## config.mk

```make
export PLATFORM = sky130hd
export DESIGN_NAME = vec_lsu_agen_flat
export DESIGN_NICKNAME = d
export VERILOG_FILES = /design/src/rtl/vec_lsu_agen_if.sv /design/src/rtl/vec_lsu_agen.sv /design/src/flat_wrapper.sv
export SDC_FILE = /design/constraint.sdc
export NUM_CORES = 1
export LEC_CHECK = 0
export ABC_CLOCK_PERIOD_IN_PS = 5200
export CORE_MARGIN = 1.5
export CORE_UTILIZATION = 57
export CTS_BUF_LIST = sky130_fd_sc_hd__clkbuf_4
export DETAILED_ROUTE_END_ITERATION = 8
export DONT_BUFFER_PORTS = 1
export GPL_TIMING_DRIVEN = 1
export PLACE_DENSITY = 0.72
export SLEW_MARGIN = 15
export SYNTH_ARGS = -nofsm -noshare
export SYNTH_HDL_FRONTEND = slang
export SYNTH_SLANG_ARGS = --single-unit
```

## constraint.sdc

```tcl
create_clock -name clk -period 5.2 [get_ports clk]
set_input_delay 1.56 -clock clk [delete_from_list [all_inputs] [get_ports clk]]
set_output_delay 1.56 -clock clk [all_outputs]
set_load 0.02 [all_outputs]
```

## src/rtl/vec_lsu_agen_if.sv

```systemverilog
// Per-beat request bus between vec_lsu_agen (master) and mem_queue (slave),
// including mem_queue's load/store completion indications.
interface vec_lsu_agen_if #(
  parameter int ADDR_WIDTH = 32,
  parameter int DATA_WIDTH = 64,
  parameter int DW_B       = DATA_WIDTH >> 3
);
  logic [ADDR_WIDTH-1:0] rvv_addr_out;
  logic [DATA_WIDTH-1:0] rvv_data_out;
  logic                  rvv_valid_out;
  logic                  rvv_req_out;
  logic                  rvv_start_out;
  logic [DW_B-1:0]       rvv_be_out;
  logic                  rvv_done_ld;
  logic                  rvv_done_st;

  modport master (
    output rvv_addr_out, rvv_data_out, rvv_valid_out, rvv_req_out,
    output rvv_start_out, rvv_be_out,
    input  rvv_done_ld, rvv_done_st
  );

  modport slave (
    input  rvv_addr_out, rvv_data_out, rvv_valid_out, rvv_req_out,
    input  rvv_start_out, rvv_be_out,
    output rvv_done_ld, rvv_done_st
  );
endinterface

```

## src/rtl/vec_lsu_agen.sv

```systemverilog
// Vector load/store address generator: expands one strided vector memory command
// into per-beat requests for mem_queue and retires it on mem_queue completion.
module vec_lsu_agen #(
  parameter int ADDR_WIDTH = 32,
  parameter int DATA_WIDTH = 64,
  parameter int DW_B       = DATA_WIDTH >> 3,
  parameter int BEAT_BITS  = 5
) (
  input  logic                  clk,
  input  logic                  rst,
  input  logic                  cmd_valid,
  output logic                  cmd_ready,
  input  logic                  cmd_store,
  input  logic [ADDR_WIDTH-1:0] cmd_base,
  input  logic [ADDR_WIDTH-1:0] cmd_stride,
  input  logic [BEAT_BITS-1:0]  cmd_beats,
  input  logic [DW_B-1:0]       cmd_be_last,
  input  logic [DATA_WIDTH-1:0] st_data,
  input  logic                  st_valid,
  output logic                  st_ready,
  vec_lsu_agen_if.master        rvv,
  output logic                  busy,
  output logic                  done
);

  typedef enum logic [2:0] {
    IDLE       = 3'd0,
    LOAD_REQ   = 3'd1,
    LOAD_WAIT  = 3'd2,
    STORE      = 3'd3,
    STORE_WAIT = 3'd4,
    FIN        = 3'd5
  } state_t;

  localparam logic [DW_B-1:0]      BE_ALL    = {DW_B{1'b1}};
  localparam logic [BEAT_BITS-1:0] BEAT_ZERO = {BEAT_BITS{1'b0}};
  localparam logic [BEAT_BITS-1:0] BEAT_ONE  = BEAT_BITS'(1);

  state_t                state_r;
  state_t                state_s;

  logic [ADDR_WIDTH-1:0] stride_r;
  logic [BEAT_BITS-1:0]  beats_r;
  logic [DW_B-1:0]       be_last_r;
  logic [ADDR_WIDTH-1:0] acc_r;
  logic [BEAT_BITS-1:0]  idx_r;

  logic [ADDR_WIDTH-1:0] addr_r;
  logic [DATA_WIDTH-1:0] data_r;
  logic [DW_B-1:0]       be_r;
  logic                  req_r;
  logic                  valid_r;
  logic                  start_r;
  logic                  busy_r;
  logic                  done_r;

  logic                  accept_s;
  logic                  st_fire_s;
  logic                  ld_issue_s;
  logic                  st_issue_s;
  logic [ADDR_WIDTH-1:0] beat_addr_s;
  logic [ADDR_WIDTH-1:0] beat_stride_s;
  logic [BEAT_BITS-1:0]  beat_idx_s;
  logic                  beat_last_s;

  assign cmd_ready = (state_r == IDLE);
  assign st_ready  = (state_r == STORE);
  assign accept_s  = cmd_valid & (state_r == IDLE);
  assign st_fire_s = st_valid & (state_r == STORE);

  // State register.
  always_ff @(posedge clk) begin
    if (rst) begin
      state_r <= IDLE;
    end else begin
      state_r <= state_s;
    end
  end

  // Next-state decode.
  always_comb begin
    state_s = state_r;
    case (state_r)
      IDLE: begin
        if (!accept_s) begin
          state_s = IDLE;
        end else if (cmd_beats == BEAT_ZERO) begin
          state_s = FIN;
        end else if (cmd_store) begin
          state_s = STORE;
        end else begin
          state_s = LOAD_REQ;
        end
      end
      LOAD_REQ: begin
        if (idx_r == beats_r) begin
          state_s = LOAD_WAIT;
        end else begin
          state_s = LOAD_REQ;
        end
      end
      LOAD_WAIT: begin
        if (rvv.rvv_done_ld) begin
          state_s = FIN;
        end else begin
          state_s = LOAD_WAIT;
        end
      end
      STORE: begin
        if (st_fire_s && (idx_r == beats_r - BEAT_ONE)) begin
          state_s = STORE_WAIT;
        end else begin
          state_s = STORE;
        end
      end
      STORE_WAIT: begin
        if (rvv.rvv_done_st) begin
          state_s = FIN;
        end else begin
          state_s = STORE_WAIT;
        end
      end
      FIN:     state_s = IDLE;
      default: state_s = IDLE;
    endcase
  end

  // Beat issue decode; load beat 0 is issued on the accept edge so it appears
  // in the first LOAD_REQ cycle and the whole burst stays gapless.
  always_comb begin
    ld_issue_s    = 1'b0;
    st_issue_s    = 1'b0;
    beat_addr_s   = acc_r;
    beat_stride_s = stride_r;
    beat_idx_s    = idx_r;
    case (state_r)
      IDLE: begin
        beat_addr_s   = cmd_base;
        beat_stride_s = cmd_stride;
        beat_idx_s    = BEAT_ZERO;
        ld_issue_s    = accept_s & ~cmd_store & (cmd_beats != BEAT_ZERO);
      end
      LOAD_REQ: ld_issue_s = (idx_r != beats_r);
      STORE:    st_issue_s = st_valid;
      default:  ld_issue_s = 1'b0;
    endcase
    beat_last_s = (beat_idx_s == beats_r - BEAT_ONE);
  end

  // Command latch, address/beat counters and registered request outputs.
  always_ff @(posedge clk) begin
    if (rst) begin
      stride_r  <= {ADDR_WIDTH{1'b0}};
      beats_r   <= BEAT_ZERO;
      be_last_r <= {DW_B{1'b0}};
      acc_r     <= {ADDR_WIDTH{1'b0}};
      idx_r     <= BEAT_ZERO;
      addr_r    <= {ADDR_WIDTH{1'b0}};
      data_r    <= {DATA_WIDTH{1'b0}};
      be_r      <= {DW_B{1'b0}};
      req_r     <= 1'b0;
      valid_r   <= 1'b0;
      start_r   <= 1'b0;
      busy_r    <= 1'b0;
      done_r    <= 1'b0;
    end else begin
      req_r   <= ld_issue_s;
      valid_r <= st_issue_s;
      start_r <= (ld_issue_s | st_issue_s) & (beat_idx_s == BEAT_ZERO);
      busy_r  <= (state_s != IDLE);
      done_r  <= (state_s == FIN);
      if (accept_s) begin
        stride_r  <= cmd_stride;
        beats_r   <= cmd_beats;
        be_last_r <= cmd_be_last;
        acc_r     <= cmd_base;
        idx_r     <= BEAT_ZERO;
      end
      if (ld_issue_s || st_issue_s) begin
        addr_r <= beat_addr_s;
        acc_r  <= beat_addr_s + beat_stride_s;
        idx_r  <= beat_idx_s + BEAT_ONE;
        be_r   <= (st_issue_s && beat_last_s) ? be_last_r : BE_ALL;
      end
      if (st_issue_s) begin
        data_r <= st_data;
      end
    end
  end

  assign rvv.rvv_addr_out  = addr_r;
  assign rvv.rvv_data_out  = data_r;
  assign rvv.rvv_be_out    = be_r;
  assign rvv.rvv_req_out   = req_r;
  assign rvv.rvv_valid_out = valid_r;
  assign rvv.rvv_start_out = start_r;
  assign busy              = busy_r;
  assign done              = done_r;

endmodule

```

## src/flat_wrapper.sv

```systemverilog
// flat-port wrapper written by rule: the top's interface ports become plain ports
module vec_lsu_agen_flat 
#(
  parameter int ADDR_WIDTH = 32,
  parameter int DATA_WIDTH = 64,
  parameter int DW_B       = DATA_WIDTH >> 3,
  parameter int BEAT_BITS  = 5
)
  (clk, rst, cmd_valid, cmd_ready, cmd_store, cmd_base, cmd_stride, cmd_beats, cmd_be_last, st_data, st_valid, st_ready, busy, done, rvv_rvv_addr_out, rvv_rvv_data_out, rvv_rvv_valid_out, rvv_rvv_req_out, rvv_rvv_start_out, rvv_rvv_be_out, rvv_rvv_done_ld, rvv_rvv_done_st);
  vec_lsu_agen_if #(.ADDR_WIDTH(ADDR_WIDTH), .DATA_WIDTH(DATA_WIDTH), .DW_B(DW_B)) rvv_i ();
  input  logic clk;
  input  logic rst;
  input  logic cmd_valid;
  output logic cmd_ready;
  input  logic cmd_store;
  input  logic [ADDR_WIDTH-1:0] cmd_base;
  input  logic [ADDR_WIDTH-1:0] cmd_stride;
  input  logic [BEAT_BITS-1:0] cmd_beats;
  input  logic [DW_B-1:0] cmd_be_last;
  input  logic [DATA_WIDTH-1:0] st_data;
  input  logic st_valid;
  output logic st_ready;
  output logic busy;
  output logic done;
  output wire logic [$bits(rvv_i.rvv_addr_out)-1:0] rvv_rvv_addr_out;
  output wire logic [$bits(rvv_i.rvv_data_out)-1:0] rvv_rvv_data_out;
  output wire logic [$bits(rvv_i.rvv_valid_out)-1:0] rvv_rvv_valid_out;
  output wire logic [$bits(rvv_i.rvv_req_out)-1:0] rvv_rvv_req_out;
  output wire logic [$bits(rvv_i.rvv_start_out)-1:0] rvv_rvv_start_out;
  output wire logic [$bits(rvv_i.rvv_be_out)-1:0] rvv_rvv_be_out;
  input wire logic [$bits(rvv_i.rvv_done_ld)-1:0] rvv_rvv_done_ld;
  input wire logic [$bits(rvv_i.rvv_done_st)-1:0] rvv_rvv_done_st;
  assign rvv_rvv_addr_out = rvv_i.rvv_addr_out;
  assign rvv_rvv_data_out = rvv_i.rvv_data_out;
  assign rvv_rvv_valid_out = rvv_i.rvv_valid_out;
  assign rvv_rvv_req_out = rvv_i.rvv_req_out;
  assign rvv_rvv_start_out = rvv_i.rvv_start_out;
  assign rvv_rvv_be_out = rvv_i.rvv_be_out;
  assign rvv_i.rvv_done_ld = rvv_rvv_done_ld;
  assign rvv_i.rvv_done_st = rvv_rvv_done_st;
  vec_lsu_agen #(.ADDR_WIDTH(ADDR_WIDTH), .DATA_WIDTH(DATA_WIDTH), .DW_B(DW_B), .BEAT_BITS(BEAT_BITS)) u_core (.clk(clk), .rst(rst), .cmd_valid(cmd_valid), .cmd_ready(cmd_ready), .cmd_store(cmd_store), .cmd_base(cmd_base), .cmd_stride(cmd_stride), .cmd_beats(cmd_beats), .cmd_be_last(cmd_be_last), .st_data(st_data), .st_valid(st_valid), .st_ready(st_ready), .rvv(rvv_i), .busy(busy), .done(done));
endmodule
```

Word-level counts from Yosys, hierarchy flattened --
Cells that the tools add are included.
Word-level totals: bits in registers 194, bits of input ports 148, output and inout port bits 111, logic and storage cells 60
Cells by class: add/sub/neg operators 3, equality and inequality tests 9, mux-type cells 18, bitwise logic cells 7, reduce and logical (&&, ||, !) cells 9
Operators with widths (count):
- two-way mux 32 bit | 4
- adder 32 bit | 1
- == test 5 bit | 3
- two-way mux 5 bit | 3
- one-hot mux 3 bit (5 select lines) | 1
- two-way mux 3 bit | 4
- logical NOT 5 bit | 2
- two-way mux 8 bit | 1
- == test 3 x 2 -> 1 bit, second input constant | 2
- == test 3 bit, second input constant | 2
- adder 5 x 1 -> 5 bit, second input constant | 1
- AND 1 bit | 5
- inequality test 5 bit | 1
- nonzero test 5 bit | 1
- subtractor 5 x 1 -> 5 bit, second input constant | 1
- two-way mux 2 bit | 2
- == test 3 x 1 -> 1 bit, second input constant | 1
- logical NOT 3 bit | 1
- nonzero test 3 bit | 1
- logical AND 1 bit | 2
- two-way mux 1 bit | 2
- one-hot mux 1 bit (2 select lines) | 1
- nonzero test 2 bit | 1
- logical OR 1 bit | 1
- other kinds (2) | 2

Depth between registers and ports, before layout --
Gate-level depths: netlist of run 1.
depth after elaboration 7, depth in mapped cells 18, depth with buffers taken out 14

Least setup slack after synthesis of run 1 --
OpenSTA, ideal clock, no wires.
path kind flip-flop to flip-flop, start point reg u_core.state_r[0], end point reg u_core.acc_r[24], setup time 0.123 ns, arrival 3.692 ns, required time 5.077 ns, slack 1.385 ns, cell stages (with the launch flop) 19, buffers on the path 4, clock period less this slack 3.815 ns, path through dfxtp_1 > buf_6 > or3_1 > clkbuf_1 > inv_1 > clkbuf_1 > buf_1 > nand2_1 > nand2_1 > ha_1 > inv_1 > fa_1 > nor2b_1 > o2111ai_1 > a21oi_1 > o211ai_1 > a2111oi_0 > or3_1 > nand3_1
Between the ends: cells in the longest elaborated chain, start to end 7, elaborated cells on any way between the ends 14, classes of those cells add/sub (1); eq/ne (2); mux (5); bitwise (3); reduce/logical (3)
Ends and longest elaborated chain:
- start: declaration | RTL line vec_lsu_agen.sv:39 | state_t state_r;
- start signal: assignment | RTL line vec_lsu_agen.sv:76 | state_r <= state_s;
- branches (longest 7 deep; another with adder 32 bit)
- end signal: assignment | RTL line vec_lsu_agen.sv:156 | acc_r <= {ADDR_WIDTH{1'b0}};
- end signal: assignment | RTL line vec_lsu_agen.sv:176 | acc_r <= cmd_base;
- end signal: assignment | RTL line vec_lsu_agen.sv:181 | acc_r <= beat_addr_s + beat_stride_s;
- end: declaration | RTL line vec_lsu_agen.sv:45 | logic [ADDR_WIDTH-1:0] acc_r;
Parallel ways; which one is timed is not known. A chain may end at the register's enable or synchronous reset.

Worst setup path in the final report of run 1 --
start point reg u_core.state_r[1], end point reg u_core.acc_r[27]
Between the ends: elaborated cells on any way between the ends 14, classes of those cells add/sub (1); eq/ne (2); mux (5); bitwise (3); reduce/logical (3)
RTL lines:
- logical NOT 3 bit | RTL line vec_lsu_agen.sv:136 | case (state_r)
- two-way mux 32 bit | RTL line vec_lsu_agen.sv:136
- named net u_core.beat_addr_s[1] | RTL line vec_lsu_agen.sv:61 | logic [ADDR_WIDTH-1:0] beat_addr_s;
- adder 32 bit | RTL line vec_lsu_agen.sv:181
- two-way mux 32 bit | RTL line vec_lsu_agen.sv:179 | if (ld_issue_s || st_issue_s) begin
The timed path passes the listed nets, and every way through them passes these cells.

==> results.cfg, run 1 <==
[detailed_routing]
drt_iter0_drc = 699
drt_wl_total_um = 25800
remaining_drc_errors = 0
first_pass_iters = 5
vias = 9068
avgRoutedWirePerCell_um = 16.4
ant_nets = 0
viasPerCell = 5.76

[clocking]
cts_resized = 0
cts.path.max_buffers = 2
cts_inserted_buffers = 17
root_buffer = clkbuf_4
cts_tree = yes
clock-sinks = 194
cts.htree.levels = 4
insertion_delay_ns = 0.62
cts_hold_buf = 0
clk_pin_slew_ns = 0.19
post_cts_buffers = 0

[timing]
fmax_mhz = 233
grt_setup_unrepaired = false
final-hold-violation-count = 0
drv_slew = 0
setup_viol = 0
worst_pin_slew_ns = 1.06
fin_crit_ns = 4.30
finalSetupTns_ns = 0
fin_crit_sh = 0.827
skew_ns = 0.0271
relSlewSlack = 0.282

[place]
post-dp-hpwl_um = 17600
routabilityCongestion = 0.921
io_buffers = 0
place_inst = 1541

[logic_synthesis]
netlist_area_um2 = 9940
synth_nets = 1583
synth_ff_type = dfxtp_1
yosysWarningCount = 0
synth_edf_count = 0
synth.distinct_cells = 64
synth_area_per_cell_um2 = 7.10
ys_seq_area_frac = 0.391
synthCells = 1400
async_flop_share = 0
synth-seq-cells = 194

[global_route]
overflow = 0
antenna_found_initial = 1
groute.usage.overall = 0.273
grt_max_degree = 190
grt_pass1_vias = 8160
grt_pass1_wl_um = 40500

[floorplanning]
io_pins = 259
core-area_um2 = 17200
die_h_um = 135
dieArea_um2 = 18200
floorplan.initialDensity = 0.579
row_count = 48
chipWidth_um = 135

[critical_path]
cp_max_fo = 27
cp-start-kind = register
crit_required_ns = 5.72
slowest_stage = o41ai_1
critPathBufInv = 2
end_kind = register
arrival_ns = 4.82
crit_family = compound AO/OA/AOI/OAI gates
crit_type = register to register
crit_chain = or3_2 > inv_2 > mux2i_1 > inv_1 > ha_1 > a211oi_1 > o21ai_1 > a31oi_1 > o41ai_1 > a21oi_1 > o2111ai_1 > o211ai_1
cpPeakStageDelay_ns = 0.90

[job]
maxCapViolCount = 0

[cells_and_area]
final_layout_size_suffix_gt1_frac = 0.0475
syn_to_final_growth_pct = 3.64
fin_cells = 1574
nNetsFinal = 1518

[power_and_ir_drop]
ir_drop_mv = 0.221
p_leak_nw = 4.13
p_per_area_nw_per_um2 = 521

[worst_hold_path]
hold_class = register to register

[run_status]
run_status = complete, no violations
tightest hold or removal path, stage by stage, from the launching register on:
cell and delay [ns]:
dfxtp_1 0.34, nand2_1 0.05, a21oi_1 0.05
path summary, 6_finish.rpt:
kind	start	depth (start not counted)	endpoint	slack (ns)
min reg2reg	u_core.stride_r[3]	2	u_core.stride_r[3]	0.46
max reg2reg	u_core.state_r[1]	12	u_core.acc_r[27]	0.90
min	u_core.stride_r[3]	2	u_core.stride_r[3]	0.46
max	u_core.state_r[1]	12	u_core.acc_r[27]	0.90
metal layers:
metal | up-vias | global-route usage | share of wire
li1 | 4578 | - | -
met1 | 4144 | 0.359 | 0.43
met2 | 314 | 0.439 | 0.46
met3 | 32 | 0.0796 | 0.085
met4 | 0 | 0.0729 | 0.017
met5 | - | 0 | 0
cell usage after synthesis, types with 15 or more instances:
master | instances | area, um2
and3_1 | 16 | 100
inv_1 | 18 | 67.6
a211oi_1 | 17 | 128
ha_1 | 34 | 425
xnor2_1 | 16 | 140
dfxtp_1 | 194 | 3880
o21ai_0 | 20 | 100
clkbuf_1 | 77 | 289
nor3_1 | 15 | 75.1
xor2_1 | 16 | 140
nor2_1 | 50 | 188
a311oi_1 | 16 | 140
nand2_1 | 562 | 2110
a21o_1 | 16 | 120
a21oi_1 | 185 | 926
stage by stage:
stage                util  power, mW  setup WS [ns]  cell area [um2]  hold WS, ns
floorplan               -       3.93           1.38             9940        0.436
global placement    0.579       4.42          0.991             9950        0.436
detailed placement  0.579       4.44          0.951             9950        0.442
CTS                 0.600       5.36          0.997            10300        0.463
global route        0.600       5.76          0.540            10300        0.478
finish              0.600       5.37          0.901            10300        0.464
cells in the final DEF (no fill, tap or decap), drive strengths merged, types with 4 or more instances in the layout:
cell type and count:
a2111oi 6, a211oi 17, a21boi 4, a21o 16, a21oi 185, a311oi 16, a31oi 5, and3 16
buf 13, clkbuf 17, clkinv 5, dfxtp 194, ha 34, inv 26, mux2i 5, nand2 562
nand3 14, nand4 6, nor2 50, nor2b 8, nor3 18, o211ai 5, o21a 8, o21ai 25
o21bai 4, o221a 8, or3 5, or4 4, xnor2 16, xor2 16
power by group:
group | leakage, nW | total (mW) | internal, mW | switching [mW]
Sequential | 1.58 | 1.98 | 1.72 | 0.260
Clock | 0.178 | 0.925 | 0.289 | 0.636
Combinational | 2.37 | 2.46 | 0.894 | 1.57
cell type report:
class                           count  area [um2]
Tap cell                          225         282
Timing Repair Buffer               13        97.6
Clock inverter                     15         221
Inverter                           18        67.6
Clock buffer                       17         128
Fill cell                        1721        6880
Sequential cell                   194        3880
Multi-Input combinational cell   1091        5620
Antenna cell                        1        2.50
state kept, by name, indices dropped and copies added (netlist names), 3 cells and up:
signal and flops:
u_core.be_last_r 8, u_core.beats_r 5, u_core.idx_r 5, u_core.rvv.rvv_data_out 64
u_core.stride_r 32, u_core.rvv.rvv_be_out 8, u_core.rvv.rvv_addr_out 32, u_core.acc_r 32
u_core.state_r 3
kinds of logic (layout without fill, tap and decap cells):
kind of cell | count (synthesis) | count (layout) | synth area share
fa+ha+maj | 35 | 35 | 0.0448
buf+inv | 115 | 63 | 0.0463
mux | 5 | 5 | 0.00504
compound gates | 317 | 317 | 0.194
xor+xnor | 32 | 32 | 0.0282
other cells | 0 | 1 | 0
flops | 194 | 194 | 0.391
simple gates | 702 | 702 | 0.291
Note: power is estimated with default switching activity, not from simulation.
==> inputs of run 2 (changes only) <==
Settings changed: ABC_CLOCK_PERIOD_IN_PS 5200 to 3900, PLACE_DENSITY 0.72 to 0.75.
Clock period 5.2 ns to 3.9 ns, I/O delays scaled along.
==> results.cfg, run 2 (synthesis results as in run 1) <==
[cells_and_area]
most-common-layout-cells = nand2_1, dfxtp_1, a21oi_1, nor2_1, ha_1
nNetsFinal = 1524
fin_cells = 1580
final_layout_size_suffix_gt1_frac = 0.0547
largest_register_ffs = 64
syn_to_final_growth_pct = 4.63
fill_cells = 1648
final_common_cell = nand2_1

[place]
post-dp-hpwl_um = 17200
routabilityCongestion = 0.912
io_buffers = 0
place_inst = 1547

[clocking]
post_cts_buffers = 0
cts_hold_buf = 0
insertion_delay_ns = 0.62
clk_pin_slew_ns = 0.17
clock-sinks = 194
cts_tree = yes
root_buffer = clkbuf_4
cts_inserted_buffers = 17
cts.htree.levels = 4
cts.path.max_buffers = 2

[critical_path]
crit_type = register to register
rr_startpoint = u_core.state_r[0]
crit_required_ns = 4.42
reg2regPathDepth = 14
critPathBufInv = 2
end_kind = register
cpPeakStageDelay_ns = 0.53
crit_chain = or3_2 > inv_2 > nand2_1 > nand2_1 > ha_1 > inv_1 > fa_1 > nor2b_1 > o2111ai_1 > a21oi_1 > o211ai_1 > a2111oi_1 > or3_1 > nand3_1
crit_top_cell = nand2_1
cp-start-kind = register
slowest_stage = or3_2
timing.rr.end = u_core.acc_r[24]
arrival_ns = 4.13
reg2reg_slack_ns = 0.29
cp_max_fo = 8
crit_family = compound AO/OA/AOI/OAI gates

[worst_hold_path]
min_from = u_core.be_last_r[1]
hold_class = register to register
hold_path_depth = 2
holdPathEnd = u_core.be_last_r[1]

[timing]
skew_ns = 0.0167
grt_setup_unrepaired = false
final-hold-violation-count = 0
fmax_mhz = 277
finalSetupTns_ns = 0
fin_crit_ns = 3.61
worst_pin_slew_ns = 0.840
drv_slew = 0
relSlewSlack = 0.436
fin_crit_sh = 0.925
setup_viol = 0

[floorplanning]
io_pins = 259
die_h_um = 135
core-area_um2 = 17200
dieArea_um2 = 18200
row_count = 48
floorplan.initialDensity = 0.579
chipWidth_um = 135

[detailed_routing]
first_pass_iters = 5
drt_iter0_drc = 799
viasPerCell = 5.81
vias = 9180
avgRoutedWirePerCell_um = 16.2
drt_wl_total_um = 25500
remaining_drc_errors = 0
ant_nets = 0

[global_route]
grt_max_degree = 190
grt_pass1_vias = 8203
met2_usage = 0.434
antenna_found_initial = 1
grt_pass1_wl_um = 40800
met3_usage = 0.0770
overflow = 0
groute.usage.overall = 0.275
globalRoute.busiestLayer = met2
grt_use_met1 = 0.366

[power_and_ir_drop]
p_leak_nw = 4.19
ir_drop_mv = 0.367
p_per_area_nw_per_um2 = 697

[job]
maxCapViolCount = 0

[run_status]
run_status = complete, no violations
[run 2: cell count changes in the layout (fill, tap and decap cells not counted), sizes merged]
| cell | before | now |
|---|---|---|
| clkinv | 5 | 7 |
| bufinv | 1 | 2 |
| clkinvlp | 1 | 0 |
| buf | 13 | 19 |
| inv | 26 | 24 |
[run 2: layout make-up]
cell class | instances | area, um2 | share of cell area
well taps | 225 | 282 | 0.0271
multi-input cells | 1091 | 5640 | 0.543
clock buffers | 17 | 128 | 0.0123
diodes | 1 | 2.50 | 0.000241
inverters | 18 | 67.6 | 0.00650
flip-flops and latches | 194 | 3880 | 0.373
repair buffers | 19 | 180 | 0.0173
clock inverters | 15 | 213 | 0.0205
[run 2: how the worst max path moves through the flow]
stage | from | endpoint | slack, ns | cells after the start
5_1_grt | u_core.state_r[0] | u_core.acc_r[25] | 0.03 | 12
3_5_place_dp | cmd_base[0] | u_core.acc_r[24] | 0.23 | 12
3_3_place_gp | cmd_base[0] | u_core.acc_r[24] | 0.31 | 12
4_1_cts | u_core.state_r[0] | u_core.acc_r[27] | 0.23 | 12
2_1_floorplan | u_core.state_r[0] | u_core.acc_r[24] | 0.08 | 18
6_report | u_core.state_r[0] | u_core.acc_r[24] | 0.29 | 14
[run 2: tightest hold or removal path: stages, from the launching register on]
cell and delay [ns]:
dfxtp_1 0.35, nand2_1 0.05, a21oi_1 0.05
[run 2: repair_timing]
| action | 4_1_cts | 5_1_grt |
|---|---|---|
| setup endpoints to repair | 0 | 6 |
| resized for setup | 0 | 5 |
| hold endpoints to repair | 0 | 0 |
[run 2: per-layer routing]
| layer | vias up | share of wire |
|---|---|---|
| li1 | 4591 | - |
| met1 | 4215 | 0.43 |
| met2 | 334 | 0.46 |
| met3 | 40 | 0.089 |
| met4 | 0 | 0.018 |
| met5 | - | 0 |
[run 2: power breakdown]
group,internal [mW],switching [mW],leakage (nW),total [mW]
sequential,2.30,0.328,1.58,2.63
combinational,1.25,2.14,2.42,3.40
clock,0.425,0.798,0.181,1.22
total,3.98,3.27,4.19,7.25
[run 2: stage by stage]
stage / utilization / cell area, um2 / hold slack, ns / power, mW / setup WS [ns]
2_1_floorplan: - / 9940 / 0.436 / 5.23 / 0.0848
3_3_place_gp: 0.584 / 10000 / 0.436 / 5.94 / 0.310
3_5_place_dp: 0.584 / 10000 / 0.441 / 5.99 / 0.226
4_1_cts: 0.604 / 10400 / 0.462 / 7.22 / 0.233
5_1_grt: 0.605 / 10400 / 0.477 / 7.79 / 0.0326
6_report: 0.605 / 10400 / 0.464 / 7.25 / 0.293
